[config.mk]
export PLATFORM = sky130hd
export DESIGN_NAME = uart_mmio
export DESIGN_NICKNAME = d
export VERILOG_FILES = /design/src/rtl/uart_mmio.sv
export SDC_FILE = /design/constraint.sdc
export NUM_CORES = 1
export LEC_CHECK = 0
export ABC_AREA = 0
export CORE_AREA = 3 3 92 94
export CTS_CLUSTER_SIZE = 30
export DETAILED_ROUTE_END_ITERATION = 12
export DIE_AREA = 0 0 95 97
export PLACE_DENSITY = 0.86
export SLEW_MARGIN = 20
export SYNTH_ARGS = -nofsm -noshare
export SYNTH_HDL_FRONTEND = slang
export SYNTH_SLANG_ARGS = --single-unit
[constraint.sdc]
create_clock -name clk -period 8 [get_ports clk]
set_input_delay 2.4 -clock clk [delete_from_list [all_inputs] [get_ports clk]]
set_output_delay 2.4 -clock clk [all_outputs]
set_load 0.05 [all_outputs]
[src/rtl/uart_mmio.sv]
// uart_mmio: memory-mapped UART for the MEM-stage data bus.
//
// Registers (byte addresses):
//   BASE_ADDR + 0  TXD  [7:0]  write starts a frame (ignored while busy), reads back TXD
//   BASE_ADDR + 4  RXD  [7:0]  last received byte, read-only
//   BASE_ADDR + 8  CON  bit0 tx_int_en, bit1 rx_int_en (RW), bit2 tx_done,
//                       bit3 rx_ready, bit4 tx_busy, bit5 rx_overrun, bit6 rx_err
//
// Ports:
//   clk, reset      system clock, asynchronous active-high reset
//   rd, wr          bus strobes (MemRd / MemWr)
//   addr, wdata     byte address and store data
//   rdata           read data, zero unless a register is read (OR-able bus)
//   rx, tx          serial in (asynchronous, idle high) / serial out (idle high)
//   irq             level interrupt request, registered
//
// Build option: define UART_PARITY_EN for 8E1 frames (even parity bit after D7);
// without it frames are 8N1.

module uart_mmio #(
  parameter int unsigned BAUD_DIV  = 5208,
  parameter logic [31:0] BASE_ADDR = 32'h4000_0018
) (
  input  logic        clk,
  input  logic        reset,
  input  logic        rd,
  input  logic        wr,
  input  logic [31:0] addr,
  input  logic [31:0] wdata,
  output logic [31:0] rdata,
  input  logic        rx,
  output logic        tx,
  output logic        irq
);

  localparam int unsigned CNT_W = $clog2(BAUD_DIV);
  localparam logic [CNT_W-1:0] CNT_LAST = CNT_W'(BAUD_DIV - 1);
  localparam logic [CNT_W-1:0] CNT_MID  = CNT_W'(BAUD_DIV / 2 - 1);
  localparam logic [CNT_W-1:0] CNT_ONE  = CNT_W'(1);

`ifdef UART_PARITY_EN
  typedef enum logic [2:0] {
    ST_IDLE = 3'd0, ST_START = 3'd1, ST_DATA = 3'd2, ST_STOP = 3'd3, ST_PARITY = 3'd4
  } state_e;
`else
  typedef enum logic [2:0] {
    ST_IDLE = 3'd0, ST_START = 3'd1, ST_DATA = 3'd2, ST_STOP = 3'd3
  } state_e;
`endif

  function automatic logic even_parity(input logic [7:0] d);
    return ^d;
  endfunction

  state_e           tx_state_q, tx_state_d, rx_state_q, rx_state_d;
  logic [CNT_W-1:0] tx_cnt_q, tx_cnt_d, rx_cnt_q, rx_cnt_d;
  logic [2:0]       tx_bit_q, tx_bit_d, rx_bit_q, rx_bit_d;
  logic [7:0]       tx_shift_q, tx_shift_d, txd_q, txd_d;
  logic [7:0]       rx_shift_q, rx_shift_d, rxd_q, rxd_d;
  logic [1:0]       int_en_q, int_en_d;
  logic             tx_q, tx_d, irq_q, irq_d;
  logic             tx_done_q, tx_done_d, rx_ready_q, rx_ready_d;
  logic             rx_overrun_q, rx_overrun_d, rx_err_q, rx_err_d;
  logic             rx_meta_q, rx_sync_q, rx_prev_q;
`ifdef UART_PARITY_EN
  logic             rx_perr_q, rx_perr_d;
`endif
  logic sel_txd_s, sel_rxd_s, sel_con_s, txd_wr_s, con_rd_s, rxd_rd_s, tx_busy_s;
  logic tx_done_set_s, rx_ok_s, rx_bad_s, rx_fall_s;
  logic unused_wdata_s;

  assign unused_wdata_s = ^wdata[31:8];

  assign sel_txd_s = (addr == BASE_ADDR);
  assign sel_rxd_s = (addr == BASE_ADDR + 32'd4);
  assign sel_con_s = (addr == BASE_ADDR + 32'd8);
  // A TXD write is only accepted when the transmitter is idle.
  assign txd_wr_s  = wr & sel_txd_s & (tx_state_q == ST_IDLE);
  assign con_rd_s  = rd & sel_con_s;
  assign rxd_rd_s  = rd & sel_rxd_s;
  assign tx_busy_s = (tx_state_q != ST_IDLE);
  assign rx_fall_s = rx_prev_q & ~rx_sync_q;
  assign tx        = tx_q;
  assign irq       = irq_q;

  // Read mux: combinational, zero when not reading a mapped register
  always_comb begin
    rdata = 32'd0;
    if (rd && sel_txd_s) begin
      rdata = {24'd0, txd_q};
    end else if (rd && sel_rxd_s) begin
      rdata = {24'd0, rxd_q};
    end else if (rd && sel_con_s) begin
      rdata = {25'd0, rx_err_q, rx_overrun_q, tx_busy_s, rx_ready_q, tx_done_q, int_en_q};
    end else begin
      rdata = 32'd0;
    end
  end

  // Transmit FSM next state; tx_d is the line level for the state being entered
  always_comb begin
    tx_state_d    = tx_state_q;
    tx_cnt_d      = tx_cnt_q;
    tx_bit_d      = tx_bit_q;
    tx_shift_d    = tx_shift_q;
    txd_d         = txd_q;
    tx_done_set_s = 1'b0;
    case (tx_state_q)
      ST_IDLE: begin
        tx_cnt_d = '0;
        if (txd_wr_s) begin
          txd_d      = wdata[7:0];
          tx_shift_d = wdata[7:0];
          tx_state_d = ST_START;
        end else begin
          tx_state_d = ST_IDLE;
        end
      end
      ST_START: begin
        if (tx_cnt_q == CNT_LAST) begin
          tx_cnt_d   = '0;
          tx_bit_d   = 3'd0;
          tx_state_d = ST_DATA;
        end else begin
          tx_cnt_d = tx_cnt_q + CNT_ONE;
        end
      end
      ST_DATA: begin
        if (tx_cnt_q == CNT_LAST) begin
          tx_cnt_d   = '0;
          tx_shift_d = {1'b0, tx_shift_q[7:1]};
          if (tx_bit_q == 3'd7) begin
`ifdef UART_PARITY_EN
            tx_state_d = ST_PARITY;
`else
            tx_state_d = ST_STOP;
`endif
          end else begin
            tx_bit_d = tx_bit_q + 3'd1;
          end
        end else begin
          tx_cnt_d = tx_cnt_q + CNT_ONE;
        end
      end
`ifdef UART_PARITY_EN
      ST_PARITY: begin
        if (tx_cnt_q == CNT_LAST) begin
          tx_cnt_d   = '0;
          tx_state_d = ST_STOP;
        end else begin
          tx_cnt_d = tx_cnt_q + CNT_ONE;
        end
      end
`endif
      ST_STOP: begin
        if (tx_cnt_q == CNT_LAST) begin
          tx_cnt_d      = '0;
          tx_state_d    = ST_IDLE;
          tx_done_set_s = 1'b1;
        end else begin
          tx_cnt_d = tx_cnt_q + CNT_ONE;
        end
      end
      default: begin
        tx_state_d = ST_IDLE;
        tx_cnt_d   = '0;
      end
    endcase

    case (tx_state_d)
      ST_START:  tx_d = 1'b0;
      ST_DATA:   tx_d = tx_shift_d[0];
`ifdef UART_PARITY_EN
      ST_PARITY: tx_d = even_parity(txd_q);
`endif
      default:   tx_d = 1'b1;
    endcase
  end

  // Receive FSM next state; samples the synchronised line mid-bit
  always_comb begin
    rx_state_d = rx_state_q;
    rx_cnt_d   = rx_cnt_q;
    rx_bit_d   = rx_bit_q;
    rx_shift_d = rx_shift_q;
    rx_ok_s    = 1'b0;
    rx_bad_s   = 1'b0;
`ifdef UART_PARITY_EN
    rx_perr_d  = rx_perr_q;
`endif
    case (rx_state_q)
      ST_IDLE: begin
        rx_cnt_d = '0;
        if (rx_fall_s) begin
          rx_state_d = ST_START;
        end else begin
          rx_state_d = ST_IDLE;
        end
      end
      ST_START: begin
        if (rx_cnt_q == CNT_MID) begin
          rx_cnt_d = '0;
          rx_bit_d = 3'd0;
          // Line back high at mid-start: a glitch, drop it silently.
          if (rx_sync_q) begin
            rx_state_d = ST_IDLE;
          end else begin
            rx_state_d = ST_DATA;
          end
        end else begin
          rx_cnt_d = rx_cnt_q + CNT_ONE;
        end
      end
      ST_DATA: begin
        if (rx_cnt_q == CNT_LAST) begin
          rx_cnt_d   = '0;
          rx_shift_d = {rx_sync_q, rx_shift_q[7:1]};
          if (rx_bit_q == 3'd7) begin
`ifdef UART_PARITY_EN
            rx_state_d = ST_PARITY;
`else
            rx_state_d = ST_STOP;
`endif
          end else begin
            rx_bit_d = rx_bit_q + 3'd1;
          end
        end else begin
          rx_cnt_d = rx_cnt_q + CNT_ONE;
        end
      end
`ifdef UART_PARITY_EN
      ST_PARITY: begin
        if (rx_cnt_q == CNT_LAST) begin
          rx_cnt_d   = '0;
          rx_perr_d  = rx_sync_q ^ even_parity(rx_shift_q);
          rx_state_d = ST_STOP;
        end else begin
          rx_cnt_d = rx_cnt_q + CNT_ONE;
        end
      end
`endif
      ST_STOP: begin
        if (rx_cnt_q == CNT_LAST) begin
          rx_cnt_d   = '0;
          rx_state_d = ST_IDLE;
`ifdef UART_PARITY_EN
          if (rx_sync_q && !rx_perr_q) begin
`else
          if (rx_sync_q) begin
`endif
            rx_ok_s = 1'b1;
          end else begin
            rx_bad_s = 1'b1;
          end
        end else begin
          rx_cnt_d = rx_cnt_q + CNT_ONE;
        end
      end
      default: begin
        rx_state_d = ST_IDLE;
        rx_cnt_d   = '0;
      end
    endcase
  end

  // Status flags: a set in the same cycle as a clearing read wins
  always_comb begin
    rxd_d        = rx_ok_s ? rx_shift_q : rxd_q;
    tx_done_d    = tx_done_set_s | (tx_done_q & ~con_rd_s);
    rx_ready_d   = rx_ok_s | (rx_ready_q & ~rxd_rd_s);
    rx_overrun_d = (rx_ok_s & rx_ready_q) | (rx_overrun_q & ~con_rd_s);
    rx_err_d     = rx_bad_s | (rx_err_q & ~con_rd_s);
    int_en_d     = (wr && sel_con_s) ? wdata[1:0] : int_en_q;
    irq_d        = (int_en_q[0] & tx_done_q) | (int_en_q[1] & rx_ready_q);
  end

  // Two-flop synchroniser for rx plus a delayed copy for falling-edge detection
  always_ff @(posedge clk or posedge reset) begin
    if (reset) begin
      rx_meta_q <= 1'b1;
      rx_sync_q <= 1'b1;
      rx_prev_q <= 1'b1;
    end else begin
      rx_meta_q <= rx;
      rx_sync_q <= rx_meta_q;
      rx_prev_q <= rx_sync_q;
    end
  end

  // State, datapath and output registers
  always_ff @(posedge clk or posedge reset) begin
    if (reset) begin
      tx_state_q   <= ST_IDLE;
      rx_state_q   <= ST_IDLE;
      tx_cnt_q     <= '0;
      rx_cnt_q     <= '0;
      tx_bit_q     <= 3'd0;
      rx_bit_q     <= 3'd0;
      tx_shift_q   <= 8'd0;
      txd_q        <= 8'd0;
      rx_shift_q   <= 8'd0;
      rxd_q        <= 8'd0;
      int_en_q     <= 2'd0;
      tx_q         <= 1'b1;
      irq_q        <= 1'b0;
      tx_done_q    <= 1'b0;
      rx_ready_q   <= 1'b0;
      rx_overrun_q <= 1'b0;
      rx_err_q     <= 1'b0;
`ifdef UART_PARITY_EN
      rx_perr_q    <= 1'b0;
`endif
    end else begin
      tx_state_q   <= tx_state_d;
      rx_state_q   <= rx_state_d;
      tx_cnt_q     <= tx_cnt_d;
      rx_cnt_q     <= rx_cnt_d;
      tx_bit_q     <= tx_bit_d;
      rx_bit_q     <= rx_bit_d;
      tx_shift_q   <= tx_shift_d;
      txd_q        <= txd_d;
      rx_shift_q   <= rx_shift_d;
      rxd_q        <= rxd_d;
      int_en_q     <= int_en_d;
      tx_q         <= tx_d;
      irq_q        <= irq_d;
      tx_done_q    <= tx_done_d;
      rx_ready_q   <= rx_ready_d;
      rx_overrun_q <= rx_overrun_d;
      rx_err_q     <= rx_err_d;
`ifdef UART_PARITY_EN
      rx_perr_q    <= rx_perr_d;
`endif
    end
  end

endmodule
==> summary by stage, run 1 <==
Worst setup path
The largest delay contributor family on the critical path is buffers and inverters. The count of cells along the worst register-to-register path is 6. The critical path start-end classification is in2out. Data on the critical path is required at its endpoint by ~5.6 ns. The kind of end point of the critical path is an output port.

For the worst setup path, the data arrival time is 5.19 ns. The signal on the critical path passes through clkdlybuf4s50_1 > nor4_1 > nand4_1 > nor3_2 > o21ai_0 > a2bb2oi_1 > clkdlybuf4s50_1. The startpoint type of the worst setup path is a primary input.

The critical path contains buffers and inverters numbering 2 combined. The critical-path maximum fanout is 6. The standard cell with the maximum stage delay on the critical path is clkdlybuf4s50_1. The number of logic stages on the critical path including buffering is 7. The most numerous cell on the critical path is clkdlybuf4s50_1.

The delay contributed by the slowest stage of the critical path is 0.84 ns.

Placement
The congestion estimate from routability-driven global placement came to between 0.9 and 1. The worst setup timing slack at the placement stage is 0.279 ns. The cell area reported after detailed placement is 4620 µm².

The final HPWL from detailed placement is 6100 µm. The count of buffers added on input and output ports is 54.

Clock tree
The clock reaches the later pin of the worst-skew pair after 0.36 ns. CTS placed an instance of clkbuf_8 at the clock tree root. The H-tree was split into 3 levels. The maximum buffer depth of the clock tree is 2. The clock net in this run drives a total of 80 sinks. Counting the buffers created by CTS gives 9. TritonCTS built the clock tree.

Clock-pin slew was measured on the worst setup and hold paths at ~0.080 ns. Buffers added to address setup during post-CTS repair amount to 0.

Outcome
The flow ran to the end, and the final reports show no timing, DRC or antenna violations.

Die
The number of top-level pins is 103. The core region is ~7700 µm². For this configuration, the core starts out at a cell density of 52.9%. After floorplanning, the core was divided into 32 placement rows.

The horizontal extent of the die is 95 µm. The chip height is 97 µm. The die covers 9220 µm².

Global route
Across every metal layer, demand over resource in global routing totals 18.7%. The via count of the first global-routing pass is 2947. The overall overflow remaining after global route is 0. Entering global routing, the biggest net connects approximately 80 pins. The first global-routing pass estimated 13600 µm of wire. The initial antenna violation count is 0.

Timing
The final number of max-transition violations is 0. For the pin with the worst max-slew slack, the measured transition is 0.981 ns. In this run the tightest slew margin relative to its limit is about a third. The final number of hold-violating endpoints is 0. The setup TNS after final layout is 0 ns.

On the final layout, the worst hold slack is 0.369 ns. Setup repair after global routing left no endpoint under its margin. Setup slack on the critical path of the routed design comes to 0.406 ns. The minimum clock period after layout is about 7.6 ns. The maximum operating frequency is ~130 MHz.

The post-route clock skew is 0.0124 ns. The share of the cycle needed by the critical path after routing is 94.9%. Setup violations remaining at the end of the flow were counted as 0.

Yosys
The library cell occupying the most area in the post-synthesis netlist is dfrtp_1. The average size of a mapped cell is 10.8 µm². The synthesized instance count is 377.

For this run, asynchronously set or reset flops after synthesis account for 100%. The count of synthesis-stage warnings from yosys is 0. In the synthesized netlist the dominant register cell turns out to be dfrtp_1.

The count of flip-flops with a built-in enable after synthesis is 0. The synthesized design devotes to its leading area cell type 46.6% of total area. Yosys attributes the largest share of cell area to dfrtp_1 47%, mux2_2 5.2%, buf_4 4.6%. The mapped netlist covers 4090 µm². Of the synthesized area, sequential elements account for between 40 and 50%. The synthesized design contains 80 register bits. The number of different library cells used by synthesis comes to 57.

Route
The detailed-route wire length per cell is 15.3 µm. The routed layout has 2995 vias. The detailed-routing iteration count for the pre-antenna-repair pass is 4.

The DRC marker count from the first detailed-route iteration is 158. In the routed design, unresolved DRC markers number 0. Using the TritonRoute via totals, the vias-per-cell ratio works out to 5.54.

The total wirelength of the detailed-routed design is slightly above 8000 µm. Once detail routing completed, the nets flagged for antenna violations numbered 0.

Run
The reported max-cap violation count is 0.

Finish
The filler cell count is roughly 580. The library cell used most frequently in the layout, excluding fill and tap cells, is dfrtp_1. In the layout the commonest cells are 76 x dfrtp_1, 54 x clkdlybuf4s50_1, 37 x nor2_1.

The area growth from synthesis to layout is 18.7%. The final standard cell area without fillers is 4850 µm². The fraction of layout cells with a size suffix above 1 is 13.9%. The area used by multi-input combinational logic is 1880 µm².

The total inserted antenna cells is 0. The final net count is 509. The footprint of the flip-flops and latches is 2010 µm².

Pwr
The completed layout was analyzed and its total power is 869 µW. In this run the static leakage power is 0.00222 µW. The analysis attributes to net switching a power of 232 µW. The switching power as a share of total power is 26.7%. The total power per unit cell area is ~180 nW/µm².

Of the total power, combinational logic draws ~12%. The clock network fraction of total power is between 30% and 40%. IR analysis of the VDD net gives a maximum drop of 0.000118 V.

The internal portion of the total power is between 600 and 700 µW. The share of power burned in registers is 50.1%.

Min path
The worst hold path passes through 0 cells. The worst hold path belongs to the class reg2reg.
==> state kept, by name, indices dropped and copies added (netlist names) <==
register	cells
tx	1
txd_q	8
rx_shift_q	8
rx_sync_q	1
rx_state_q	2
int_en_q	2
rx_prev_q	1
irq	1
rx_err_q	1
tx_bit_q	3
rx_ready_q	1
rx_meta_q	1
tx_shift_q	8
rx_bit_q	3
rx_cnt_q	13
rx_overrun_q	1
tx_state_q	3
tx_cnt_q	13
tx_done_q	1
rxd_q	8
==> power by group through the flow <==
stage	sequential (µW)	combinational [µW]	clock [µW]
final	435	100	333
after global routing	437	112	357
after CTS	435	102	340
after detailed placement	442	101	0
after global placement	442	97.0	0
after floorplan	438	77.5	0
==> per-stage QoR <==
stage | util, % | std cells
finish | 62.8 | 541
global route | 62.8 | 541
CTS | 62.7 | 541
detailed placement | 59.8 | 525
global placement | 59.8 | 525
floorplan | - | 401
==> per-layer routing <==
layer	vias up	part of all wire, %	track usage [%]
met5	-	0	0
met4	0	2.6	8.88
met3	20	7.6	4.51
met2	114	46	29.9
met1	1456	43	23.5
li1	1405	-	-
==> cells by family (layout without fill, tap and decap cells) <==
family,after synthesis,after routing,synth area share [%]
flops,80,80,49.1
simple gates,139,139,18.8
fa+ha+maj,6,6,1.84
compound gates,53,53,9.83
xor+xnor,22,22,4.72
buf+inv,48,86,7.17
mux,28,28,8.42
other cells,1,25,0.0918
==> worst paths after layout <==
check,from,to,slack (ns)
worst max-delay path,addr[20],rdata[5],0.41
worst min-delay path,rx_meta_q$_DFF_PP1_,rx_sync_q$_DFF_PP1_,0.37
worst max register to register,rx_cnt_q[0]$_DFF_PP0_,rx_cnt_q[5]$_DFF_PP0_,5.37
worst min register to register,rx_meta_q$_DFF_PP1_,rx_sync_q$_DFF_PP1_,0.37
max in group asynchronous,reset,tx_shift_q[4]$_DFFE_PP0P_,4.72
min in group asynchronous,reset,rx_cnt_q[1]$_DFF_PP0_,2.67
==> Yosys cell counts, types with 2 or more instances <==
cell type and instances:
dfrtp_1 76, nor2_1 37, buf_4 25, nand2_1 24
mux2_2 19, nand3_1 18, inv_1 14, xor2_1 14
nor4_1 11, a22o_1 10, o21ai_0 10, mux2_4 8
xnor2_1 8, a21o_1 7, ha_1 6, nor3_1 6
a2bb2oi_1 5, and3_1 5, and2_1 4, clkbuf_1 4
dfstp_2 4, or2_2 4, a21oi_1 3, a31oi_1 3
buf_2 3, nand4_1 3, nor3b_1 3, nor4b_1 3
o31ai_1 3, or3_1 3, a211o_1 2, a22oi_1 2
and3b_1 2, buf_6 2, nand3b_1 2, o2bb2ai_1 2
or3b_1 2
==> area by class of cell <==
class	instances	area share, %
sequential	80	41.4
timing repair buffer	56	11.5
clock buffer	9	2.55
multi-input combinational	273	38.8
inverter	14	1.08
clock inverter	7	2.12
tap	102	2.63
==> what timing repair did <==
action                                  4_1_cts  5_1_grt
resized for setup                             0        1
hold buffers                                  0        0
endpoints found under the hold margin         0        0
endpoints found under the setup margin        0        1
No activity file was read; power rests on OpenSTA's default activity.
==> inputs of run 2 (changes only) <==
--- a/config.mk
+++ b/config.mk
@@ -6,11 +6,12 @@
 export NUM_CORES = 1
 export LEC_CHECK = 0
 export ABC_AREA = 0
-export CORE_AREA = 3 3 92 94
+export CORE_AREA = 3 3 91 93
+export CTS_BUF_LIST = sky130_fd_sc_hd__clkbuf_8
 export CTS_CLUSTER_SIZE = 30
 export DETAILED_ROUTE_END_ITERATION = 12
-export DIE_AREA = 0 0 95 97
-export PLACE_DENSITY = 0.86
+export DIE_AREA = 0 0 94 96
+export PLACE_DENSITY = 0.88
 export SLEW_MARGIN = 20
 export SYNTH_ARGS = -nofsm -noshare
 export SYNTH_HDL_FRONTEND = slang
==> run 2 against run 1 <==
Register-to-register slack about the same; combinational power about the same; count of clock-buffer cells in the layout unchanged; critical path type unchanged.
==> summary by stage, run 2 (synthesis results as in run 1) <==
Finish
The total inserted antenna cells is 0 (unchanged). The final standard cell area without fillers was 4840 µm² (-0.26%). The final net count is 509 (unchanged). The filler cell count is 579 (-0.86%). The most common cell after layout, fill and taps aside is dfrtp_1. The fraction of layout cells with a size suffix above 1 is 13.7% (-0.23 points). The largest registers in the layout are rx_cnt_q (13), tx_cnt_q (13). In the layout the commonest cells are 76 x dfrtp_1, 53 x clkdlybuf4s50_1, 37 x nor2_1. Compared with the post-synthesis result, the final layout area differs by 18.4%.

The post-route core utilization was 63.6% (+0.83 points).

Clock tree
The clock transition time at the flip-flop clock pins of the worst setup and hold paths is 0.08 ns (about the same). The maximum buffer depth of the clock tree is 2 (unchanged). The CTS tree is done.

CTS placed an instance of clkbuf_8 at the clock tree root. The clock sink count came to 80 (unchanged). The count of H-tree levels built during CTS is 3 (unchanged). The post-cts repair resize count is 0 (unchanged). The post-CTS setup-driven buffer insertion count was 0 (unchanged). The CTS buffer count was 9 (unchanged). The hold buffer count at cts is 0 (unchanged). The insertion delay to the later sink of the worst-skew pair came to 0.35 ns (about the same).

Route
The post-detailed-route DRC marker count came to 0 (unchanged). The total wirelength of the detailed-routed design is 8460 µm (+1.9%). The via density per instance is 5.55 (+0.17%).

The detailed-routing iteration count for the pre-antenna-repair pass is 4 (unchanged). The detailed-route wire length per cell came to 15.6 µm (+1.9%). The DRC marker count from the first detailed-route iteration is 159 (+0.63%).

The total number of vias is 3000 (+0.17%). The remaining antenna violation count is 0 (unchanged).

Placement
The count of buffers from port buffering is 54 (unchanged). The placer's final routability congestion estimate was 0.870 (-4.0%). The cell area reported after detailed placement is 4620 µm² (about the same). The final HPWL from detailed placement was 6020 µm (-1.2%).

Die
The number of top-level pins came to 103 (unchanged). The chip height came to 96 µm (-1.0%). The number of core rows is 32 (unchanged). The overall die area is 9020 µm² (-2.1%). The horizontal extent of the die is 94 µm (-1.1%). The placeable core region is 7610 µm² (-1.6%).

The initial core utilization is 53.7% (+0.83 points).

Min path
The startpoint identified for the worst hold timing path is rx_meta_q$_DFF_PP1_. The worst hold path terminates at rx_sync_q$_DFF_PP1_. The path class of the lowest-slack min-delay path is reg2reg.

The hold-critical path depth came to 0 (unchanged).

Pwr
The total power is 862 µW (-0.75%). The total leakage power was 0.00223 µW (+0.11%). The total power per unit cell area is 178 nW/µm² (-0.49%). The maximum ir drop on the vdd rail is 0.000135 V (+15%).

Worst setup path
The data arrival time at the worst-slack endpoint was 5.30 ns (+0.11 ns). The worst reg-to-reg setup slack is 5.37 ns (about the same). The startpoint identified for the worst register-to-register timing path is rx_cnt_q[0]$_DFF_PP0_.

The count of cells along the worst register-to-register path is 6 (unchanged). STA classifies the critical path startpoint as a primary input. The end of the worst register-to-register path is rx_cnt_q[3]$_DFF_PP0_.

The worst setup path is captured at an output port. The critical-path maximum fanout was 6 (unchanged). The required time at the endpoint of the critical path was 5.60 ns (about the same). The worst setup path is of the in2out kind.

Global route
The overall overflow remaining after global route is 0 (unchanged). The largest net degree at the start of global routing is 81 (unchanged). The global-route total usage across every layer was 20.0% (+1.3 points). The initial antenna violation count was 0 (unchanged). The first-pass GRT wire length is 14000 µm (+2.7%). The via count of the first global-routing pass is 2986 (+1.3%).

Run
The reported max-cap violation count is 0 (unchanged).

Timing
The setup TNS after final layout is 0 ns (unchanged). The worst slack on hold paths is 0.379 ns (+0.00953 ns). The final number of hold-violating endpoints is 0 (unchanged). The slew at the pin closest to its max-slew limit is 1.02 ns (+0.0372 ns).

The minimum clock period after layout is 7.70 ns (+0.102 ns). The final number of max-transition violations was 0 (unchanged). The share of the cycle needed by the critical path after routing is 96.2% (+1.3 points).

The maximum operating frequency is 130 MHz (-1.3%). The worst slew slack as a fraction of its limit was 32.1% (-2.5 points). The setup-violating endpoint count in the final report was 0 (unchanged). Setup repair after global routing left no endpoint under its margin.

The post-route clock skew is 0.00962 ns (-0.00280 ns).

Outcome
The run finished with clean final reports.
-- run 2: changes by cell type in the layout (fill, tap and decap cells not counted), sizes merged --
| cell | before | now |
|---|---|---|
| clkdlybuf4s50 | 54 | 53 |
| clkinv | 2 | 3 |
| buf | 2 | 3 |
| inv | 16 | 15 |
-- run 2: power by group --
group	internal (µW)	total, µW	switching (µW)
registers	418	435	17.1
logic	39.5	101	61.9
clock network	176	326	149
total	634	862	228
-- run 2: per-layer routing --
layer | GRT usage, % | vias to the layer above | part of all wire (%)
met1 | 24.6 | 1465 | 41
met2 | 34.0 | 108 | 49
li1 | - | 1409 | -
met4 | 8.06 | 0 | 2.4
met3 | 4.85 | 18 | 7.4
met5 | 0 | - | 0
-- run 2: stage by stage --
step / instances / worst slack (ns)
after floorplan: 401 / 1.17
after global placement: 525 / 0.357
after detailed placement: 525 / 0.284
after CTS: 541 / 0.289
after global routing: 541 / 0.00949
final: 541 / 0.304
-- run 2: worst max-delay path by stage --
stage,from,to,slack (ns),cells after the start
4_1_cts,addr[19],rdata[6],0.29,7
3_3_place_gp,addr[19],rdata[1],0.36,7
3_5_place_dp,addr[19],rdata[6],0.28,7
6_report,addr[19],rdata[0],0.30,7
5_1_grt,addr[27],rdata[6],0.009,7
2_1_floorplan,addr[13],rdata[7],1.17,5
-- run 2: worst max-delay path, cell delays in order --
cell and delay [ns]:
clkdlybuf4s50_1 0.40, nor4_1 0.52, nand4_1 0.28, nor3_1 0.42, o21ai_0 0.24, a2bb2oi_1 0.20
clkdlybuf4s50_1 0.83
-- run 2: layout make-up --
class	count	area [µm²]	area share [%]
flip-flops and latches	80	2010	41.5
inverters	14	52.6	1.09
well taps	102	128	2.64
multi-input cells	273	1880	38.8
clock inverters	7	97.6	2.02
repair buffers	56	553	11.4
clock buffers	9	124	2.56
